### src/rtl/ping_ranger.sv
// PING))) ranger: triggers the sensor on its shared SIG pin, times the echo and publishes
// distance in cm with a one-cycle start strobe. Define PING_RANGER_AVG_EN for a 4-reading average.
module ping_ranger #(
  parameter int CLKS_PER_US     = 100,
  parameter int TRIG_US         = 5,
  parameter int HOLDOFF_US      = 750,
  parameter int RISE_TIMEOUT_US = 1000,
  parameter int ECHO_MAX_US     = 18500,
  parameter int PERIOD_US       = 60000
) (
  input  logic       clk,
  input  logic       rst_n,
  input  logic       en,
  input  logic       sig_in,
  output logic       sig_out,
  output logic       sig_oe,
  output logic [6:0] d,
  output logic       start,
  output logic       busy,
  output logic       timeout
);

  function automatic int max2(input int a, input int b);
    return (a > b) ? a : b;
  endfunction

  function automatic logic [6:0] sat_inc_cm(input logic [6:0] v);
    return (v == 7'd127) ? v : v + 7'd1;
  endfunction

  localparam int PS_W     = $clog2(CLKS_PER_US + 1);
  localparam int TMAX     = max2(max2(TRIG_US, HOLDOFF_US), max2(RISE_TIMEOUT_US, ECHO_MAX_US));
  localparam int TM_W     = $clog2(TMAX + 1);
  // IDLE and the IDLE->TRIG hop each take one cycle, so GAP releases two cycles early.
  localparam int PRD_CLKS = PERIOD_US * CLKS_PER_US - 2;
  localparam int PRD_W    = $clog2(PRD_CLKS + 1);

  typedef enum logic [2:0] {IDLE, TRIG, HOLDOFF, WAIT_RISE, MEASURE, DONE, GAP} state_t;

  state_t            state, nxt;
  logic              sig_meta_p0, echo_p1;
  logic [PS_W-1:0]   ps;
  logic [TM_W-1:0]   tcnt;
  logic [PRD_W-1:0]  prd;
  logic [5:0]        sub, sub_adv;
  logic [6:0]        cm, cm_adv;
  logic [6:0]        res_d;
  logic              res_to;
  logic              us_tick, trig_end, hold_end, rise_end, echo_end;

  assign us_tick  = (ps == PS_W'(CLKS_PER_US - 1));
  assign trig_end = us_tick && (tcnt == TM_W'(TRIG_US - 1));
  assign hold_end = us_tick && (tcnt == TM_W'(HOLDOFF_US - 1));
  assign rise_end = us_tick && (tcnt == TM_W'(RISE_TIMEOUT_US - 1));
  assign echo_end = us_tick && (tcnt == TM_W'(ECHO_MAX_US - 1));

  assign sig_oe  = (state == TRIG);
  assign sig_out = (state == TRIG);
  assign busy    = (state != IDLE);
  assign start   = (state == DONE);

  // cm/sub cascade: sub divides the us ticks by 58, cm saturates at 127
  always_comb begin
    sub_adv = sub;
    cm_adv  = cm;
    if (us_tick) begin
      if (sub == 6'd57) begin
        sub_adv = 6'd0;
        cm_adv  = sat_inc_cm(cm);
      end else begin
        sub_adv = sub + 6'd1;
      end
    end
  end

  always_comb begin
    nxt    = state;
    res_d  = 7'd127;
    res_to = 1'b1;
    case (state)
      IDLE:      if (en) nxt = TRIG;
      TRIG:      if (trig_end) nxt = HOLDOFF;
      HOLDOFF:   if (hold_end) nxt = WAIT_RISE;
      WAIT_RISE: begin
        if (echo_p1)       nxt = MEASURE;
        else if (rise_end) nxt = DONE;
      end
      MEASURE: begin
        // The rise was seen one cycle before MEASURE, so a tick on the falling cycle still counts.
        if (!echo_p1) begin
          nxt    = DONE;
          res_d  = cm_adv;
          res_to = 1'b0;
        end else if (echo_end) begin
          nxt = DONE;
        end
      end
      DONE:      nxt = GAP;
      GAP:       if (prd >= PRD_W'(PRD_CLKS)) nxt = IDLE;
      default:   nxt = IDLE;
    endcase
  end

`ifdef PING_RANGER_AVG_EN
  logic [6:0] hist [3];
  logic       hist_vld;
  logic [8:0] avg_sum;

  always_comb begin
    avg_sum = {res_d, 2'b00};
    if (hist_vld)
      avg_sum = {2'b00, res_d} + {2'b00, hist[0]} + {2'b00, hist[1]} + {2'b00, hist[2]};
  end

  always_ff @(posedge clk or negedge rst_n) begin
    if (!rst_n) begin
      hist_vld <= 1'b0;
      for (int i = 0; i < 3; i++) hist[i] <= '0;
    end else if (nxt == DONE && !res_to) begin
      hist_vld <= 1'b1;
      hist[0]  <= res_d;
      hist[1]  <= hist_vld ? hist[0] : res_d;
      hist[2]  <= hist_vld ? hist[1] : res_d;
    end
  end
`endif

  always_ff @(posedge clk or negedge rst_n) begin
    if (!rst_n) begin
      state       <= IDLE;
      sig_meta_p0 <= 1'b0;
      echo_p1     <= 1'b0;
      ps          <= '0;
      tcnt        <= '0;
      prd         <= '0;
      sub         <= '0;
      cm          <= '0;
      d           <= '0;
      timeout     <= 1'b0;
    end else begin
      // pad synchronizer: p0 may go metastable, p1 feeds all echo decisions
      sig_meta_p0 <= sig_in;
      echo_p1     <= sig_meta_p0;
      state       <= nxt;
      if (nxt != state) begin
        ps   <= '0;
        tcnt <= '0;
      end else if (us_tick) begin
        ps   <= '0;
        tcnt <= tcnt + TM_W'(1);
      end else begin
        ps <= ps + PS_W'(1);
      end
      if (state == IDLE && nxt == TRIG)  prd <= '0;
      else if (prd != PRD_W'(PRD_CLKS))  prd <= prd + PRD_W'(1);
      if (state == WAIT_RISE) begin
        sub <= '0;
        cm  <= '0;
      end else if (state == MEASURE && echo_p1) begin
        sub <= sub_adv;
        cm  <= cm_adv;
      end
      if (nxt == DONE) begin
        timeout <= res_to;
`ifdef PING_RANGER_AVG_EN
        if (!res_to) d <= avg_sum[8:2];
`else
        d <= res_d;
`endif
      end
    end
  end

endmodule
### config.mk
export PLATFORM = sky130hd
export DESIGN_NAME = ping_ranger
export DESIGN_NICKNAME = d
export VERILOG_FILES = /design/src/rtl/ping_ranger.sv
export SDC_FILE = /design/constraint.sdc
export NUM_CORES = 1
export LEC_CHECK = 0
export ABC_AREA = 1
export BUFFER_PORTS_ARGS = -buffer_cell sky130_fd_sc_hd__buf_2
export CAP_MARGIN = 20
export CORE_MARGIN = 5
export CORE_UTILIZATION = 53
export CTS_BUF_LIST = sky130_fd_sc_hd__clkbuf_16
export DETAILED_ROUTE_END_ITERATION = 10
export HOLD_SLACK_MARGIN = 0.06
export PLACE_DENSITY_LB_ADDON = 0.15
export REMOVE_ABC_BUFFERS = 1
export SYNTH_ARGS = -nofsm -noshare
export SYNTH_HDL_FRONTEND = slang
export SYNTH_SLANG_ARGS = --single-unit
export TNS_END_PERCENT = 100
### constraint.sdc
create_clock -name clk -period 2.1 [get_ports clk]
set_input_delay 0 -clock clk [delete_from_list [all_inputs] [get_ports clk]]
set_output_delay 0 -clock clk [all_outputs]
set_load 0.03 [all_outputs]
### Word-level counts from Yosys, hierarchy flattened

Cells that the tools add are included.

* equal/unequal tests: 17
* reduce and logical (&&, ||, !) cells: 13
* magnitude comparators: 1
* multiplexer cells: 28
* add/subtract/negate cells: 5

Operators by type and width (number)
* $mux W7: 9
* $mux W23: 2
* $eq A15 B10 Y1 const B: 2
* $mux W15: 2
* $mux W3: 8
* $mux W6: 4
* $add A23 B1 Y23 const B: 1
* $ge A23 B23 Y1 const B: 1
* $ne A23 B23 Y1 const B: 1
* $pmux W3 S7: 1
* $add A15 B1 Y15 const B: 1
* $eq A15 B15 Y1 const B: 1
* $eq A15 B3 Y1 const B: 1
* $add A7 B1 Y7 const B: 2
* $eq A7 B7 Y1 const B: 2
* $eq A3 B3 Y1 const B: 4
* $reduce_bool A2 Y1: 4
* $add A6 B1 Y6 const B: 1
* $eq A3 B1 Y1 const B: 2
* $eq A3 B2 Y1 const B: 2
* $eq A6 B6 Y1 const B: 1
* $logic_and A1 B1 Y1: 6
* $logic_not A3 Y1: 1
* $ne A3 B3 Y1: 1
* 3 further kinds: 4

* output and inout port bits: 12
* bits of input ports: 4
* register bits: 71

### Longest topological paths before layout

* depth after elaboration: 8
* gate-level depth with buffers: 14

### Worst setup path after synthesis

Ideal clock, no wire load.

* kind: register to register
* from: reg state[1]
* to: reg d[5]
* arrival time: 1.921 ns
* path buffers: 1
* slack: 0.060 ns
* stages on the path, launching flop included: 10
* required time: 1.982 ns
* path through: dfrtp_1 -> buf_4 -> nor3_1 -> inv_1 -> nand2_2 -> inv_1 -> nand2_2 -> nand3_2 -> nand2_1 -> nand2_1

* elaborated cells between the ends (all ways): 18

RTL lines
* start: declaration: RTL line 40 `state_t state, nxt;`
* start signal: assignment: RTL line 144 `state <= nxt;`
* $eq A3 B3 Y1
* net start: RTL line 18 `output logic start,`
* $pmux W3 S7: RTL line 80 `case (state)`
* net nxt[2]: RTL line 40
* $eq A3 B3 Y1: RTL line 163 `if (nxt == DONE) begin`
* end signal: assignment: RTL line 168 `d <= res_d;`
* end: declaration: RTL line 17 `output logic [6:0] d,`

The timed path passes the listed nets, and every way through them passes these cells.
A chain may end at the register's enable or synchronous reset.

### Worst setup path after layout

* from: reg ps[2]
* to: reg tcnt[2]

* word-level cells in the longest chain between the ends: 7
* elaborated cells between the ends (all ways): 15

Ends and longest elaborated chain
* start: declaration: RTL line 42 `logic [PS_W-1:0] ps;`
* start signal: assignment: RTL line 152 `ps <= ps + PS_W'(1);`
* $eq A7 B7 Y1 (*): RTL line 51 `assign us_tick = (ps == PS_W'(CLKS_PER_US - 1));`
* $logic_and A1 B1 Y1, on equally long branches: RTL line 55, 54
* $mux W3, on equally long branches: RTL line 94, 86
* $mux W3, on equally long branches: RTL line 90, 85
* $pmux W3 S7 (*): RTL line 80
* net nxt[0]: RTL line 40
* $ne A3 B3 Y1 (*): RTL line 145 `if (nxt != state) begin`
* $mux W15 or $reduce_bool A2 Y1 (tied branches)
* end signal: assignment: RTL line 150 `tcnt <= tcnt + TM_W'(1);`
* end: declaration: RTL line 43 `logic [TM_W-1:0] tcnt;`

Mark *: on every way through the listed nets, which the timed path passes. The rest lies on a longest branch.

==> flow_summary_export.csv <==
group,metric,value,unit
synthesis,synth.avg_cell_area,7.67,sq um
critical_path,max_stage_delay,0.42,ns
timing,final-setup-viol-count,0,
hold_path,hp-start,"en",
timing,relSlewSlack,0.574,
placed_design,port_buffers,15,
floorplan,start_util,0.536,
placed_design,routabilityCongestion,0.988,
timing,worst_slew_pin_slew,0.640,ns
critical_path,r2r-start,"ps[2]",
global_routing,antenna_found_initial,0,
pwr,ir_drop,0.000410,V
pwr,pwr-share-seq,0.459,
critical_path,crit_type,"flip-flop to flip-flop",
critical_path,arrival,2.21,ns
critical_path,worstSetupEndpointType,"flip-flop",
pwr,cell_internal_pwr,2.40,mW
timing,period_needed,1.97,ns
finish,num-nets-final,619,
critical_path,required,2.35,ns
clock_tree,clk_pin_slew_worst_paths,0.05,ns
detailed_routing,wl_per_cell,13.9,microns
finish,antenna_cells,0,
placed_design,placed_area,4620,sq um
clock_tree,cts_root_buf,"clkbuf_16",
synthesis,yosysTopAreaCell,"dfrtp_1",
synthesis,syn-instance-count,565,
critical_path,critPathMaxFanout,11,
timing,drv_slew,0,
detailed_routing,routed_via_density,5.33,
run,drv_cap,0,
synthesis,synth_ff_type,"dfrtp_1",
global_routing,grt_max_degree,47,
outcome,status,"completed",
global_routing,grt_pass1_vias,3761,
floorplan,die_area,10100,sq um
synthesis,synth-edff-count,0,
pwr,power_density,591,nW/um^2
floorplan,die_w,100,microns
timing,fmax,0.509,GHz
synthesis,synth_warnings,0,
pwr,p_leak,2.34,nW
global_routing,grt_usage,0.209,
pwr,power.total,2.99,mW
detailed_routing,drt_first_iter_violations,176,
clock_tree,clock_sinks,71,
floorplan,rows,33,
synthesis,netlist.area_leader.share,0.410,
synthesis,async_reset_ff_frac,1.00,
timing,post-route-period-util,0.936,
clock_tree,htreeDepth,3,
critical_path,startpoint_type,"flip-flop",
clock_tree,clk_path_buf_depth,2,
detailed_routing,dr.pass1.iters,4,
pwr,p_sw_frac,0.197,
finish,drive_gt1_frac,0.174,
timing,fin_skew,0.00595,ns
synthesis,synthDistinctLibCells,38,
critical_path,cpMaxStageDelayCell,"dfrtp_1",
clock_tree,worstSkewPairLatency,0.32,ns
placed_design,dp_hpwl,7240,microns
floorplan,io-pin-count,16,
critical_path,cp-startpoint,"ps[2]",
finish,fin_util,0.624,
synthesis,netlist_area,4340,sq um
finish,stdcell_area,5050,sq um
timing,hold_viol,0,
detailed_routing,wirelength,9940,microns
synthesis,seq_area_frac_synth,0.410,
detailed_routing,vias,3808,
detailed_routing,route.detailed.drc,0,
clock_tree,cts_buffers,9,
critical_path,cpMostUsedCell,"nand2_1",
synthesis,synth_area_leaders,"dfrtp_1 41%, nand2_1 9.1%, nor2_1 7.0%, inv_1 6.6%, xor2_1 5.5%",
pwr,power_frac_clock,0.528,
global_routing,grt_overflow_total,0,
synthesis,synth_seq_cells,71,
floorplan,core,8090,sq um
hold_path,hold_path.class,"input pin to flip-flop",
hold_path,whs_path_depth,5,
finish,syn_to_final_growth,16.5,%
critical_path,reg2regPathDepth,13,
pwr,comb_power_share,0.013,
critical_path,path_cells,"nor2_4 -> nand2_1 -> nor2_4 -> buf_12 -> nand2_1 -> nor2_1 -> nor2_2 -> nand4_4 -> nand2_1 -> nand2_1 -> nand3_4 -> buf_12 -> nor2_2",
pwr,p_sw,0.589,mW
detailed_routing,postRouteAntennaNets,0,
clock_tree,cts_tree,"yes",
floorplan,die_y,100,microns
global_routing,grt_pass1_wl,16900,microns
## logic make-up after synthesis
kind of cell,after synthesis,synth area share
AOI/OAI and AO/OA,42,0.0531
and+or+nand+nor,326,0.368
adders and majority gates,9,0.0260
buffers and inverters,87,0.0822
DFF,71,0.410
xor gates and xnor gates,30,0.0606
## final cells by class
cell class,count,area (sq um)
inverter,80,300
fill,719,3040
clock buffer,9,225
sequential,71,1780
multi-input combinational,407,2240
clock inverter,6,77.6
tap,105,131
timing repair buffer,37,300
## power groups by stage
stage,Sequential (mW),Combinational [mW],Clock [mW]
2_1_floorplan,1.40,0.000933,0
3_3_place_gp,1.40,0.0366,0
3_5_place_dp,1.40,0.0378,0
4_1_cts,1.37,0.0408,1.61
5_1_grt,1.37,0.0445,1.68
6_report,1.37,0.0377,1.58
## worst max-delay path: cells and delay by family, from the launching register on
| family | cells | cell delay [ns] |
|---|---|---|
| and+or+nand+nor | 11 | 1.15 |
| DFF | 1 | 0.42 |
| buffers and inverters | 2 | 0.31 |
## per-layer routing
layer	vias to the layer above	part of all wire	global-route usage
li1	1899	-	-
met3	21	0.038	0.0424
met2	81	0.51	0.362
met4	0	0.024	0.0798
met5	-	0	0
met1	1807	0.43	0.255
## state kept, by name, indices dropped and copies added, names as in the netlist
signal	flops
tcnt	15
d	7
state	3
cm	7
sig_meta_p0	1
ps	7
echo_p1	1
sub	6
prd	23
timeout	1
## placed cells by master (no fill, tap or decap), types with 3 or more instances in the layout
cell and count:
nand2_1 105, buf_12 3, clkbuf_16 10, nand3_1 38
or2_2 4, xnor2_1 3, nor3_1 18, buf_2 15
nor2_4 5, a21oi_1 15, nand3_2 5, nand3b_1 3
ha_1 8, inv_1 76, inv_2 4, nand4_1 25
buf_4 16, dfrtp_1 71, nand2_2 7, o21ai_0 15
xor2_1 27, o22ai_1 7, nor2_1 81, nor2_2 24
## path summary, 6_finish.rpt
path / slack, ns / end
max in group asynchronous: 1.20 / ps[4]
hold / removal: 0.22 / prd[1]
setup / recovery: 0.13 / tcnt[2]
hold reg to reg: 0.35 / echo_p1
min in group asynchronous: 0.23 / prd[15]
setup reg to reg: 0.13 / tcnt[2]
## per-stage QoR
step / setup TNS, ns / setup WS (ns) / cells / hold slack, ns
floorplan: -10.18 / -0.464 / 558 / -0.296
global placement: 0 / 0.161 / 692 / 0.0540
detailed placement: 0 / 0.127 / 692 / 0.0593
CTS: 0 / 0.111 / 709 / 0.205
global route: -0.00896 / -0.00851 / 715 / 0.243
finish: 0 / 0.135 / 715 / 0.217
## cell usage after synthesis, types with 2 or more instances
cell type / number
nand2_1: 105
nand2_2: 7
nor2_4: 4
a21oi_1: 15
dfrtp_1: 71
nand3_1: 40
o22ai_1: 7
xnor2_1: 3
nor2_2: 25
nor2_1: 81
or2_2: 4
nand3_2: 4
clkbuf_1: 2
buf_4: 2
o21ai_0: 15
buf_6: 3
ha_1: 9
inv_2: 3
nor3_1: 18
inv_1: 76
nand4_1: 25
nor4_1: 2
nand3b_1: 3
xor2_1: 27
## what timing repair did
item,CTS,global route
resized for setup,0,8
hold endpoints to repair,26,0
hold buffers,2,0
endpoints found under the setup margin,0,26
buffers inserted,0,5
Note: power is estimated with default switching activity, not from simulation.
